$ cat config.mk
export PLATFORM = sky130hd
export DESIGN_NAME = data_path
export DESIGN_NICKNAME = d
export VERILOG_FILES = /design/src/rtl/k_and_s_pkg.sv /design/src/rtl/data_path_alu.sv /design/src/rtl/data_path.sv
export SDC_FILE = /design/constraint.sdc
export NUM_CORES = 1
export LEC_CHECK = 0
export BUFFER_PORTS_ARGS = -buffer_cell sky130_fd_sc_hd__buf_2
export CORE_UTILIZATION = 42
export DETAILED_ROUTE_END_ITERATION = 8
export SLEW_MARGIN = 20
export SYNTH_ARGS = -nofsm -noshare
export SYNTH_HDL_FRONTEND = slang
export SYNTH_HIERARCHICAL = 1
export SYNTH_SLANG_ARGS = --single-unit
$ cat constraint.sdc
create_clock -name clk -period 5.55 [get_ports clk]
set_input_delay 0.555 -clock clk [delete_from_list [all_inputs] [get_ports clk]]
set_output_delay 0.555 -clock clk [all_outputs]
set_load 0.1 [all_outputs]
$ cat src/rtl/k_and_s_pkg.sv
// Shared types and constants for the k_and_s data path: instruction decode,
// opcode values and ALU operation encodings.
package k_and_s_pkg;

  localparam int unsigned DATA_W    = 16;
  localparam int unsigned ADDR_W    = 5;
  localparam int unsigned NUM_REGS  = 4;
  localparam int unsigned REG_SEL_W = 2;

  typedef enum logic [3:0] {
    I_NOP, I_BRANCH, I_BZERO, I_BNEG, I_BOV, I_BNOV, I_BNNEG, I_BNZERO,
    I_LOAD, I_STORE, I_MOVE, I_ADD, I_SUB, I_AND, I_OR, I_HALT
  } decoded_instruction_type;

  localparam logic [7:0] OPC_NOP     = 8'h00;
  localparam logic [7:0] OPC_BRANCH  = 8'h01;
  localparam logic [7:0] OPC_BZERO   = 8'h02;
  localparam logic [7:0] OPC_BNEG    = 8'h03;
  localparam logic [7:0] OPC_BOV     = 8'h04;
  localparam logic [7:0] OPC_BNOV    = 8'h05;
  localparam logic [7:0] OPC_BNNEG   = 8'h0A;
  localparam logic [7:0] OPC_BNZERO  = 8'h0B;
  localparam logic [7:0] OPC_LOAD    = 8'h81;
  localparam logic [7:0] OPC_STORE   = 8'h82;
  localparam logic [7:0] OPC_MOVE    = 8'h91;
  localparam logic [7:0] OPC_ADD     = 8'hA1;
  localparam logic [7:0] OPC_SUB     = 8'hA2;
  localparam logic [7:0] OPC_AND     = 8'hA3;
  localparam logic [7:0] OPC_OR      = 8'hA4;
  localparam logic [7:0] OPC_HALT    = 8'hFF;

  localparam logic [1:0] OP_ADD = 2'b00;
  localparam logic [1:0] OP_SUB = 2'b01;
  localparam logic [1:0] OP_AND = 2'b10;
  localparam logic [1:0] OP_OR  = 2'b11;

endpackage

$ cat src/rtl/data_path_alu.sv
// Combinational 16-bit ALU: result plus next zero/negative/carry/overflow flags.
module alu
  import k_and_s_pkg::*;
(
  input  logic [DATA_W-1:0] a_i,
  input  logic [DATA_W-1:0] b_i,
  input  logic [1:0]        op_i,
  output logic [DATA_W-1:0] result_o,
  output logic              zero_o,
  output logic              neg_o,
  output logic              uov_o,
  output logic              sov_o
);

  logic [DATA_W:0] sum;
  logic [DATA_W:0] diff;

  // Extra MSB carries the carry-out on add and the borrow on subtract.
  assign sum  = {1'b0, a_i} + {1'b0, b_i};
  assign diff = {1'b0, a_i} - {1'b0, b_i};

  always_comb begin
    result_o = '0;
    uov_o    = 1'b0;
    sov_o    = 1'b0;
    case (op_i)
      OP_ADD: begin
        result_o = sum[DATA_W-1:0];
        uov_o    = sum[DATA_W];
        sov_o    = (a_i[DATA_W-1] == b_i[DATA_W-1]) &&
                   (result_o[DATA_W-1] != a_i[DATA_W-1]);
      end
      OP_SUB: begin
        result_o = diff[DATA_W-1:0];
        uov_o    = diff[DATA_W];
        sov_o    = (a_i[DATA_W-1] != b_i[DATA_W-1]) &&
                   (result_o[DATA_W-1] != a_i[DATA_W-1]);
      end
      OP_AND:  result_o = a_i & b_i;
      default: result_o = a_i | b_i;
    endcase
  end

  assign zero_o = (result_o == '0);
  assign neg_o  = result_o[DATA_W-1];

endmodule

$ cat src/rtl/data_path.sv
// k_and_s data path: PC, IR, instruction decoder, 4x16 register file,
// flag register and the ALU instance, steered by the control strobes.
module data_path
  import k_and_s_pkg::*;
(
  input  logic                    clk,
  input  logic                    rst_n,
  input  logic                    branch,
  input  logic                    pc_enable,
  input  logic                    ir_enable,
  input  logic                    write_reg_enable,
  input  logic                    addr_sel,
  input  logic                    c_sel,
  input  logic [1:0]              operation,
  input  logic                    flags_reg_enable,
  output decoded_instruction_type decoded_instruction,
  output logic                    zero_op,
  output logic                    neg_op,
  output logic                    unsigned_overflow,
  output logic                    signed_overflow,
  output logic [ADDR_W-1:0]       ram_addr,
  output logic [DATA_W-1:0]       data_out,
  input  logic [DATA_W-1:0]       data_in
);

  logic [ADDR_W-1:0]    pc_q, pc_d;
  logic [DATA_W-1:0]    ir_q, ir_d;
  logic [DATA_W-1:0]    regs_q [NUM_REGS];
  logic [DATA_W-1:0]    regs_d [NUM_REGS];
  logic                 zero_q, zero_d, neg_q, neg_d;
  logic                 uov_q, uov_d, sov_q, sov_d;

  logic [REG_SEL_W-1:0] rd_sel, ra_sel;
  logic [DATA_W-1:0]    alu_b, alu_result, wb_data;
  logic                 alu_zero, alu_neg, alu_uov, alu_sov;
  logic                 unused_ir_bit;

  assign unused_ir_bit = ir_q[7];

  always_comb begin
    case (ir_q[15:8])
      OPC_NOP:    decoded_instruction = I_NOP;
      OPC_BRANCH: decoded_instruction = I_BRANCH;
      OPC_BZERO:  decoded_instruction = I_BZERO;
      OPC_BNEG:   decoded_instruction = I_BNEG;
      OPC_BOV:    decoded_instruction = I_BOV;
      OPC_BNOV:   decoded_instruction = I_BNOV;
      OPC_BNNEG:  decoded_instruction = I_BNNEG;
      OPC_BNZERO: decoded_instruction = I_BNZERO;
      OPC_LOAD:   decoded_instruction = I_LOAD;
      OPC_STORE:  decoded_instruction = I_STORE;
      OPC_MOVE:   decoded_instruction = I_MOVE;
      OPC_ADD:    decoded_instruction = I_ADD;
      OPC_SUB:    decoded_instruction = I_SUB;
      OPC_AND:    decoded_instruction = I_AND;
      OPC_OR:     decoded_instruction = I_OR;
      OPC_HALT:   decoded_instruction = I_HALT;
      default:    decoded_instruction = I_NOP;
    endcase
  end

  // Register-field selection depends on the instruction format.
  always_comb begin
    rd_sel = ir_q[5:4];
    ra_sel = ir_q[3:2];
    case (decoded_instruction)
      I_LOAD, I_STORE: rd_sel = ir_q[6:5];
      I_MOVE: begin
        rd_sel = ir_q[3:2];
        ra_sel = ir_q[1:0];
      end
      default: ;
    endcase
  end

  assign alu_b   = (decoded_instruction == I_MOVE) ? '0 : regs_q[ir_q[1:0]];
  assign wb_data = c_sel ? data_in : alu_result;

  alu u_alu (
    .a_i      (regs_q[ra_sel]),
    .b_i      (alu_b),
    .op_i     (operation),
    .result_o (alu_result),
    .zero_o   (alu_zero),
    .neg_o    (alu_neg),
    .uov_o    (alu_uov),
    .sov_o    (alu_sov)
  );

  always_comb begin
    pc_d   = pc_q;
    ir_d   = ir_q;
    regs_d = regs_q;
    zero_d = zero_q;
    neg_d  = neg_q;
    uov_d  = uov_q;
    sov_d  = sov_q;
    if (pc_enable) pc_d = branch ? ir_q[ADDR_W-1:0] : pc_q + ADDR_W'(1);
    if (ir_enable) ir_d = data_in;
    if (write_reg_enable) regs_d[rd_sel] = wb_data;
    if (flags_reg_enable) begin
      zero_d = alu_zero;
      neg_d  = alu_neg;
      uov_d  = alu_uov;
      sov_d  = alu_sov;
    end
  end

  always_ff @(posedge clk or negedge rst_n) begin
    if (!rst_n) begin
      pc_q   <= '0;
      ir_q   <= '0;
      for (int i = 0; i < NUM_REGS; i++) regs_q[i] <= '0;
      zero_q <= 1'b0;
      neg_q  <= 1'b0;
      uov_q  <= 1'b0;
      sov_q  <= 1'b0;
    end else begin
      pc_q   <= pc_d;
      ir_q   <= ir_d;
      regs_q <= regs_d;
      zero_q <= zero_d;
      neg_q  <= neg_d;
      uov_q  <= uov_d;
      sov_q  <= sov_d;
    end
  end

  assign zero_op           = zero_q;
  assign neg_op            = neg_q;
  assign unsigned_overflow = uov_q;
  assign signed_overflow   = sov_q;
  assign ram_addr          = addr_sel ? ir_q[ADDR_W-1:0] : pc_q;
  assign data_out          = regs_q[ir_q[6:5]];

endmodule
### Word-level counts from Yosys, hierarchy flattened

Cells that the tools add are included.

| cells by class | value |
|---|---|
| equality and inequality tests | 24 |
| add/subtract/negate cells | 3 |
| $lt $le $gt $ge | 5 |
| multiplexer cells | 22 |
| bitwise operators | 6 |
| reduce and logical (&&, ||, !) cells | 6 |

Operators with widths:

| kind | count |
|---|---|
| $mux 16 | 9 |
| $bmux 16 s2 | 3 |
| $bwmux 64 | 1 |
| $eq 8x8->1 const B | 8 |
| $pmux 4 s15 | 1 |
| $pmux 16 s3 | 1 |
| $demux 16 s2 | 1 |
| $add 16x16->17 | 1 |
| $sub 16x16->17 | 1 |
| $and 16x16->16 | 1 |
| $eq 8x2->1 const B | 2 |
| $eq 8x3->1 const B | 2 |
| $eq 8x4->1 const B | 2 |
| $logic_not 16->1 | 1 |
| $or 16x16->16 | 1 |
| $eq 4x4->1 const B | 3 |
| $ge 3x3->1 const B | 4 |
| $not 2->3 | 4 |
| $mux 5 | 2 |
| $eq 8x1->1 const B | 1 |
| $add 5x1->5 const B | 1 |
| $pmux 1 s2 | 2 |
| $pmux 2 s2 | 1 |
| $logic_and 1x1->1 | 3 |
| 8 further kinds | 10 |

| storage, ports and cells | value |
|---|---|
| register bits after elaboration | 89 |
| word-level logic and storage cells | 76 |

### Logic depth before layout (Yosys ltp)

Gate-level depths: netlist (run 1).

| depth | value |
|---|---|
| depth after elaboration | 12 |
| gate-level depth with buffers | 21 |
| depth with buffers taken out | 18 |

### Modules after synthesis

Netlist (run 1), hierarchy kept.

By module, submodules not included:

| module | cells each | area an instance (um^2) | sequential area each (um^2) | instances |
|---|---|---|---|---|
| data_path | 408 | 5440.2 | 2202.1 | 1 |
| alu | 366 | 2536.2 | 0.0 | 1 |

### Worst setup path after synthesis (run 1)

OpenSTA, ideal clock, no wires.

| timing | value |
|---|---|
| path type | flip-flop to flip-flop |
| from | register ir_q[11] |
| to | register zero_q, in the netlist zero_op |
| stages on the path, launching flop included | 20 |
| data arrival time | 5483 ps |
| setup time | 69 ps |
| buffers on the path | 3 |
| data required time | 5481 ps |
| slack | -2 ps |
| path through | dfrtp_1 -> buf_6 -> or4b_1 -> buf_2 -> nor4_4 -> mux2i_1 -> buf_6 -> mux2i_1 -> mux2i_1 -> inv_1 -> ha_1 -> a21o_1 -> and4_1 -> o41a_1 -> nand3_2 -> a311o_1 -> or3b_1 -> or4_1 -> nor4_2 -> mux2_2 |

| on the way | value |
|---|---|
| word-level cells in the longest chain between the ends | 11 |
| elaborated cells between the ends (all ways) | 29 |
| those cells by class | add/sub (2); eq/ne (16); mux (7); bitwise (3); reduce/logical (1) |

Ends and longest elaborated chain:

| element | RTL line | RTL |
|---|---|---|
| from (decl) | data_path.sv:27 | `logic [DATA_W-1:0] ir_q, ir_d;` |
| from (signal assigned) | data_path.sv:120 | `ir_q <= ir_d;` |
| $eq 8x8->1 (tied with other cells) | data_path.sv:41 | `case (ir_q[15:8])` |
| $pmux 4 s15 * | data_path.sv:41 |  |
| $eq 4x4->1 * | data_path.sv:66, data_path.sv:76 |  |
| $mux 2 | data_path.sv:66 | `case (decoded_instruction)` |
| $not 2->3 (not written as such) | data_path.sv:80 | `.a_i (regs_q[ra_sel]),` |
| $bmux 16 s2 | data_path.sv:80 |  |
| $mux 16 (not written as such) (2 in a row) | data_path.sv:80 |  |
| $sub 16x16->17 (tied with other cells) | data_path_alu.sv:20 | `assign diff = {1'b0, a_i} - {1'b0, b_i};` |
| $pmux 16 s3 * | data_path_alu.sv:26 | `case (op_i)` |
| via alu_result[11] | data_path.sv:34 | `logic [DATA_W-1:0] alu_b, alu_result, wb_data;` |
| $logic_not 16->1 * | data_path_alu.sv:44 | `assign zero_o = (result_o == '0);` |
| via alu_zero | data_path.sv:35 | `logic alu_zero, alu_neg, alu_uov, alu_sov;` |
| to (signal assigned) | data_path.sv:122 | `zero_q <= zero_d;` |
| to (decl) | data_path.sv:30 | `logic zero_q, zero_d, neg_q, neg_d;` |

Mark *: on every way through the listed nets, which the timed path passes. The rest lies on a longest branch. The select of a mux whose other input is x is not followed.
A chain may end at the register's enable or synchronous reset.

### Worst setup path in the final report (run 1)

| timing | value |
|---|---|
| from | register ir_q[10] |
| to | register zero_q, in the netlist zero_op |

| on the way | value |
|---|---|
| word-level cells in the longest chain between the ends | 11 |
| elaborated cells between the ends (all ways) | 29 |
| those cells by class | add/sub (2); eq/ne (16); mux (7); bitwise (3); reduce/logical (1) |

Ends and longest elaborated chain:

| element | RTL line |
|---|---|
| $eq 8x8->1 (tied with other cells) | data_path.sv:41 |
| $pmux 4 s15 * | data_path.sv:41 |
| $eq 4x4->1 * | data_path.sv:66, data_path.sv:76 |
| $mux 2 | data_path.sv:66 |
| $not 2->3 (not written as such) | data_path.sv:80 |
| $bmux 16 s2 | data_path.sv:80 |
| $mux 16 (not written as such) (2 in a row) | data_path.sv:80 |
| $sub 16x16->17 (tied with other cells) | data_path_alu.sv:20 |
| $pmux 16 s3 * | data_path_alu.sv:26 |
| $logic_not 16->1 * | data_path_alu.sv:44 |
| via alu_zero | data_path.sv:35 |

Marked as above.

==> results.py, run 1 <==
metrics = {
    "synthesis": {
        "ys_seq_elements": 88,
        "synth-edff-count": 0,
        "synth_cell_type_count": 85,
        "synthArstFlopShare": 1.00,
        "syn_nets": 853,
        "syn_inst": 774,
        "synth_area_per_cell_um2": 10.3,
        "syn_area_mm2": 0.00798,
        "synth-seq-area-share": 0.276,
        "ys.flop_type": "dfrtp_1",
        "yosysWarnings": 6,
    },
    "worst_setup_path": {
        "critPathKind": "reg2reg",
        "path_depth": 20,
        "crit_family": "simple AND/OR/NAND/NOR gates",
        "crit_path_end_kind": "flop",
        "cp_cell_sequence": "or4b_4 -> nor4_4 -> buf_4 -> mux2i_4 -> buf_12 -> mux2i_2 -> mux2i_2 -> inv_1 -> ha_2 -> inv_1 -> fa_1 -> nor3b_1 -> o311a_1 -> o31ai_1 -> o311ai_0 -> a21oi_1 -> a2bb2o_1 -> or4_1 -> nor4_2 -> mux2_2",
        "cp.required_ns": 5.83,
        "arrival_ns": 5.58,
        "cp_slowest_cell": "or4b_4",
        "crit_path_start_kind": "flop",
        "cp_num_buf_inv": 4,
        "slowest_delay_ns": 0.56,
        "r2r.worst_path.cells": 20,
        "cp_max_fo": 5,
    },
    "clock_network": {
        "clockRootBuffer": "clkbuf_16",
        "clk_pin_slew_ns": 0.06,
        "clk_latency_ns": 0.34,
        "htree_levels": 3,
        "cts_sinks": 88,
        "tritoncts": "done",
        "postCtsHoldBufs": 0,
        "cts_buffers": 9,
        "clock_path_buffers": 2,
    },
    "timing": {
        "hold_viol_final": 0,
        "finalSetupTns_ns": 0,
        "period_share": 0.954,
        "drv_slew": 0,
        "setup_viol": 0,
        "min_period_ns": 5.29,
        "timing.hold.ws_ns": 0.114,
        "maxSlewHeadroom": 0.269,
        "max_freq_mhz": 189,
        "worst_pin_slew_ns": 1.09,
        "finClkSkew_ns": 0.00768,
    },
    "placement": {
        "port_buffers": 55,
        "place_area_mm2": 0.00854,
        "gp_routability_congestion": 0.860,
        "hpwl_um": 15600,
    },
    "floorplan": {
        "rows": 50,
        "die_area_mm2": 0.0195,
        "ioPinCount": 56,
        "die_y_um": 140,
        "core_area_mm2": 0.0186,
        "start_util": 0.428,
        "fp.dieW_um": 140,
    },
    "status": {
        "outcome": "finished, violations left",
        "failed_checks": "DRC",
    },
    "grt": {
        "grt_max_degree": 65,
        "antenna_found_initial": 1,
        "grt_pass1_wl_um": 34000,
        "grtUsageMet2": 0.365,
        "first_global_vias": 6087,
        "grtUsageMet1": 0.304,
        "gr-usage-met3": 0.0330,
        "grt.overflow.total": 0,
        "top_usage_layer": "met2",
        "grt_use_total": 0.221,
    },
    "final_layout": {
        "drive_gt1_frac": 0.341,
        "fin_nets": 911,
        "fin_area_mm2": 0.00899,
        "area.growth.synth_to_final_pct": 12.8,
    },
    "drt": {
        "drcViolationCount": 2,
        "vias": 6305,
        "drtIter0Drc": 494,
        "avgRoutedWirePerCell_um": 19.8,
        "via_per_inst": 5.89,
        "wirelength_um": 21200,
        "antenna_left": 0,
        "dr.pass1.iters": 6,
    },
    "flow_run": {
        "max_cap_violations": 0,
    },
    "min_path": {
        "min_path_type": "in2async",
    },
}
[stage by stage]
stage	util	cells	setup WS [ns]
after floorplan	-	774	0.0976
after global placement	0.458	1046	0.123
after detailed placement	0.458	1046	0.0475
after CTS	0.474	1061	0.0143
after global routing	0.482	1070	-0.00782
final	0.482	1071	0.257
[sequential cells by signal, summed over array words and instances, names as in the netlist]
signal / cells
regs_q: 64
ir_q: 15
pc_q: 5
neg_op: 1
signed_overflow: 1
unsigned_overflow: 1
zero_op: 1
[Yosys cell counts, types with 6 or more instances]
cell	number	area share
a211oi_1	6	0.0056
a21o_1	10	0.0094
a21oi_1	24	0.015
a31oi_1	6	0.0047
and2b_1	6	0.0056
buf_2	10	0.0063
buf_6	10	0.014
clkbuf_1	23	0.011
dfrtp_1	88	0.28
ha_1	50	0.078
inv_1	59	0.028
mux2_2	101	0.14
mux2i_1	56	0.070
mux4_2	34	0.096
nand2_1	41	0.019
nand3_1	8	0.0050
nor2_1	38	0.018
nor2b_1	16	0.013
nor3_1	12	0.0075
o211ai_1	6	0.0056
o21ai_0	35	0.022
or2_2	6	0.0047
xnor2_1	6	0.0066
[cell usage in the layout, fill, tap and decap left out, types with 5 or more instances in the layout]
| cell | n |
|---|---|
| ha_1 | 48 |
| mux4_2 | 34 |
| mux2_2 | 101 |
| nor2_1 | 38 |
| nand2_1 | 41 |
| inv_1 | 59 |
| buf_4 | 38 |
| a21oi_1 | 24 |
| a211oi_1 | 6 |
| clkbuf_16 | 11 |
| o21ai_0 | 34 |
| nor3_1 | 11 |
| dfrtp_1 | 88 |
| o211ai_1 | 6 |
| nor2b_1 | 16 |
| a22o_1 | 5 |
| and2b_1 | 6 |
| a31oi_1 | 6 |
| nand3_1 | 8 |
| buf_2 | 54 |
| mux2i_1 | 53 |
| a21o_1 | 10 |
| or2_2 | 6 |
| xnor2_1 | 6 |
| o2111ai_1 | 5 |
[per-layer routing]
layer	part of all wire	vias to the layer above
met5	0	-
li1	-	2986
met2	0.48	155
met3	0.043	19
met1	0.47	3145
met4	0.013	0
[path summary, 6_finish.rpt]
path	start	endpoint	slack, ns
worst max-delay path	ir_q[10]$_DFFE_PN0P_	zero_op$_DFFE_PN0P_	0.26
worst min-delay path	rst_n	unsigned_overflow$_DFFE_PN0P_	0.11
worst max register to register	ir_q[10]$_DFFE_PN0P_	zero_op$_DFFE_PN0P_	0.26
worst min register to register	signed_overflow$_DFFE_PN0P_	signed_overflow$_DFFE_PN0P_	0.51
max in group asynchronous	rst_n	regs_q[18]$_DFFE_PN0P_	4.29
min in group clk	data_in[9]	ir_q[9]$_DFFE_PN0P_	0.47
[worst register-to-register path, stage by stage, from the launching register on]
cell,delay (ns)
dfrtp_1,0.38
or4b_4,0.56
nor4_4,0.16
buf_4,0.19
mux2i_4,0.33
buf_12,0.18
mux2i_2,0.22
mux2i_2,0.12
inv_1,0.10
ha_2,0.18
inv_1,0.05
fa_1,0.38
nor3b_1,0.19
o311a_1,0.39
o31ai_1,0.23
o311ai_0,0.17
a21oi_1,0.27
a2bb2o_1,0.33
or4_1,0.42
nor4_2,0.20
mux2_2,0.17
[what timing repair did]
| action | 4_1_cts | 5_1_grt |
|---|---|---|
| resized for setup | 0 | 14 |
| buffers inserted | 0 | 7 |
| setup endpoints to repair | 0 | 18 |
[cell type report]
cell class | count | area (µm²)
clock buffers | 11 | 243
flip-flops and latches | 88 | 2200
multi-input cells | 576 | 5320
clock inverters | 4 | 45.0
diodes | 1 | 2.50
repair buffers | 97 | 666
fillers | 1749 | 9650
inverters | 60 | 225
well taps | 234 | 293
[cells by family after synthesis]
family / count (synthesis) / synth area share
AO/OA/AOI/OAI: 154 / 0.138
XOR/XNOR: 8 / 0.00878
adder cells (fa/ha/maj): 52 / 0.0835
buffers and inverters: 110 / 0.0648
flip-flops: 88 / 0.276
multiplexers: 192 / 0.311
AND/OR/NAND/NOR: 170 / 0.118
Power of run 1 is not shown: default switching activity piles up to over one toggle a cycle in this logic, so the estimate is an artifact.
==> run 2, diff against run 1 <==
Settings changed: CELL_PAD_IN_SITES_DETAIL_PLACEMENT from default to 1, CELL_PAD_IN_SITES_GLOBAL_PLACEMENT from default to 1, PLACE_DENSITY_LB_ADDON from default to 0.1.
==> run 2 against run 1 <==
The run still ends with DRC left; via count rose by 2.6%; clock skew increased by 0.0043 ns; sequential share of layout area is 0.50 points lower; routed wire length increased by 16%; final cell count increased by 0.84%; sequential cell count unchanged; critical endpoint is now regs_q[14]$_DFFE_PN0P_.
==> results.py, run 2 (synthesis gave the netlist of run 1 again) <==
metrics = {
    "clock_network": {
        "cts_buffers": 9,
        "clock_path_buffers": 2,
        "clk_pin_slew_ns": 0.07,
        "htree_levels": 3,
        "clockRootBuffer": "clkbuf_16",
        "cts_sinks": 88,
        "clk_latency_ns": 0.34,
        "tritoncts": "done",
    },
    "drt": {
        "dr.pass1.iters": 6,
        "antenna_left": 0,
        "drtIter0Drc": 399,
        "via_per_inst": 5.99,
        "vias": 6468,
        "avgRoutedWirePerCell_um": 22.9,
        "wirelength_um": 24700,
        "drcViolationCount": 1,
    },
    "worst_setup_path": {
        "crit_path_start_kind": "flop",
        "r2r.worst_path.cells": 21,
        "cp.required_ns": 5.78,
        "cp_max_fo": 5,
        "r2r_setup_slack_ns": 0.22,
        "arrival_ns": 5.56,
        "critPathKind": "reg2reg",
        "r2r-end": "regs_q[14]$_DFFE_PN0P_",
        "crit_path_end_kind": "flop",
        "reg2reg_from": "ir_q[10]$_DFFE_PN0P_",
    },
    "placement": {
        "port_buffers": 55,
        "hpwl_um": 18200,
        "gp_routability_congestion": 0.854,
    },
    "status": {
        "outcome": "finished, violations left",
        "failed_checks": "DRC",
    },
    "timing": {
        "hold_viol_final": 0,
        "finalSetupTns_ns": 0,
        "maxSlewHeadroom": 0.257,
        "timing.hold.ws_ns": 0.466,
        "min_period_ns": 5.33,
        "finClkSkew_ns": 0.0120,
        "period_share": 0.961,
        "max_freq_mhz": 187,
        "drv_slew": 0,
        "setup_viol": 0,
        "worst_pin_slew_ns": 1.11,
    },
    "floorplan": {
        "rows": 50,
        "ioPinCount": 56,
        "start_util": 0.428,
        "fp.dieW_um": 140,
        "die_y_um": 140,
        "die_area_mm2": 0.0195,
        "core_area_mm2": 0.0186,
    },
    "grt": {
        "first_global_vias": 6783,
        "grt_max_degree": 85,
        "grt_pass1_wl_um": 39000,
        "grt_use_total": 0.257,
        "antenna_found_initial": 0,
        "grt.overflow.total": 0,
    },
    "final_layout": {
        "area.growth.synth_to_final_pct": 15.1,
        "layout_common_cells": "101 x mux2_2, 88 x dfrtp_1, 59 x inv_1",
        "multi_input_area_mm2": 0.00541,
        "fin_nets": 920,
        "largest_register_ffs": 64,
        "top_register": "regs_q",
        "final.fill_count": 2082,
        "final_common_cell": "mux2_2",
        "layout.area.seq_mm2": 0.00220,
        "diodes": 0,
        "reg.largest.list": "regs_q x64, ir_q x15, pc_q x5",
        "drive_gt1_frac": 0.369,
    },
    "min_path": {
        "min_path_type": "in2reg",
        "min_to": "ir_q[2]$_DFFE_PN0P_",
        "min_from": "data_in[2]",
        "worstHoldPathCells": 2,
    },
    "flow_run": {
        "max_cap_violations": 0,
    },
}
[run 2: changes by cell type in the layout (fill, tap and decap cells not counted), moves of 2 or more]
cell	delta
inv_6	+3
clkinv_2	-2
mux2i_1	-7
buf_4	+7
buf_6	+2
mux2i_2	+6
[run 2: timing repair]
action / CTS / global route
setup buffers: 0 / 7
hold buffers: 1 / 0
endpoints found under the hold margin: 4 / 0
setup endpoints to repair: 4 / 26
gates resized for setup: 1 / 32
gates cloned: 0 / 2
pin swaps: 0 / 4
[run 2: final cells by class]
| class | count | area share |
|---|---|---|
| timing repair buffer | 106 | 0.0796 |
| clock inverter | 7 | 0.0109 |
| multi-input combinational | 576 | 0.589 |
| sequential | 88 | 0.240 |
| tap | 234 | 0.0319 |
| clock buffer | 9 | 0.0245 |
| inverter | 60 | 0.0245 |
[run 2: routing by layer]
metal,part of all wire,global-route usage,wire length (µm),vias to the layer above
li1,-,-,-,2984
met1,0.48,0.366,11800,3343
met2,0.49,0.430,12000,120
met3,0.024,0.0172,582,21
met4,0.011,0.0549,281,0
met5,0,0,0,-
[run 2: worst max path at each step]
| stage | slack [ns] | start | to | cells after the start |
|---|---|---|---|---|
| after global placement | 0.15 | ir_q[10]$_DFFE_PN0P_ | regs_q[30]$_DFFE_PN0P_ | 20 |
| after floorplan | 0.1 | ir_q[11]$_DFFE_PN0P_ | zero_op$_DFFE_PN0P_ | 19 |
| final | 0.22 | ir_q[10]$_DFFE_PN0P_ | regs_q[14]$_DFFE_PN0P_ | 21 |
| after global routing | -0.001 | ir_q[10]$_DFFE_PN0P_ | zero_op$_DFFE_PN0P_ | 20 |
| after CTS | 0.01 | ir_q[10]$_DFFE_PN0P_ | regs_q[60]$_DFFE_PN0P_ | 20 |
| after detailed placement | 0.04 | ir_q[10]$_DFFE_PN0P_ | regs_q[14]$_DFFE_PN0P_ | 20 |
[run 2: through the flow]
step,util,setup WS [ns],cells,area [µm²]
after detailed placement,0.461,0.0387,1053,8590
after global placement,0.461,0.155,1053,8590
final,0.492,0.216,1080,9180
after global routing,0.492,-0.000996,1080,9180
after CTS,0.479,0.0109,1070,8930
after floorplan,-,0.0976,774,7980
[run 2: critical path, cell delays in order (launching register included)]
cell,delay [ns]
dfrtp_1,0.39
or4b_4,0.57
nor4_4,0.17
buf_4,0.19
mux2i_4,0.22
buf_4,0.15
buf_12,0.12
mux2i_2,0.25
mux2i_2,0.13
inv_1,0.09
ha_1,0.20
inv_1,0.08
fa_2,0.35
nor3b_2,0.18
o311a_1,0.38
o311a_1,0.36
o31ai_2,0.32
a21oi_1,0.13
o2bb2ai_2,0.27
inv_1,0.09
mux2_2,0.29
mux2_2,0.27
Power of run 2 is left out for the same reason.
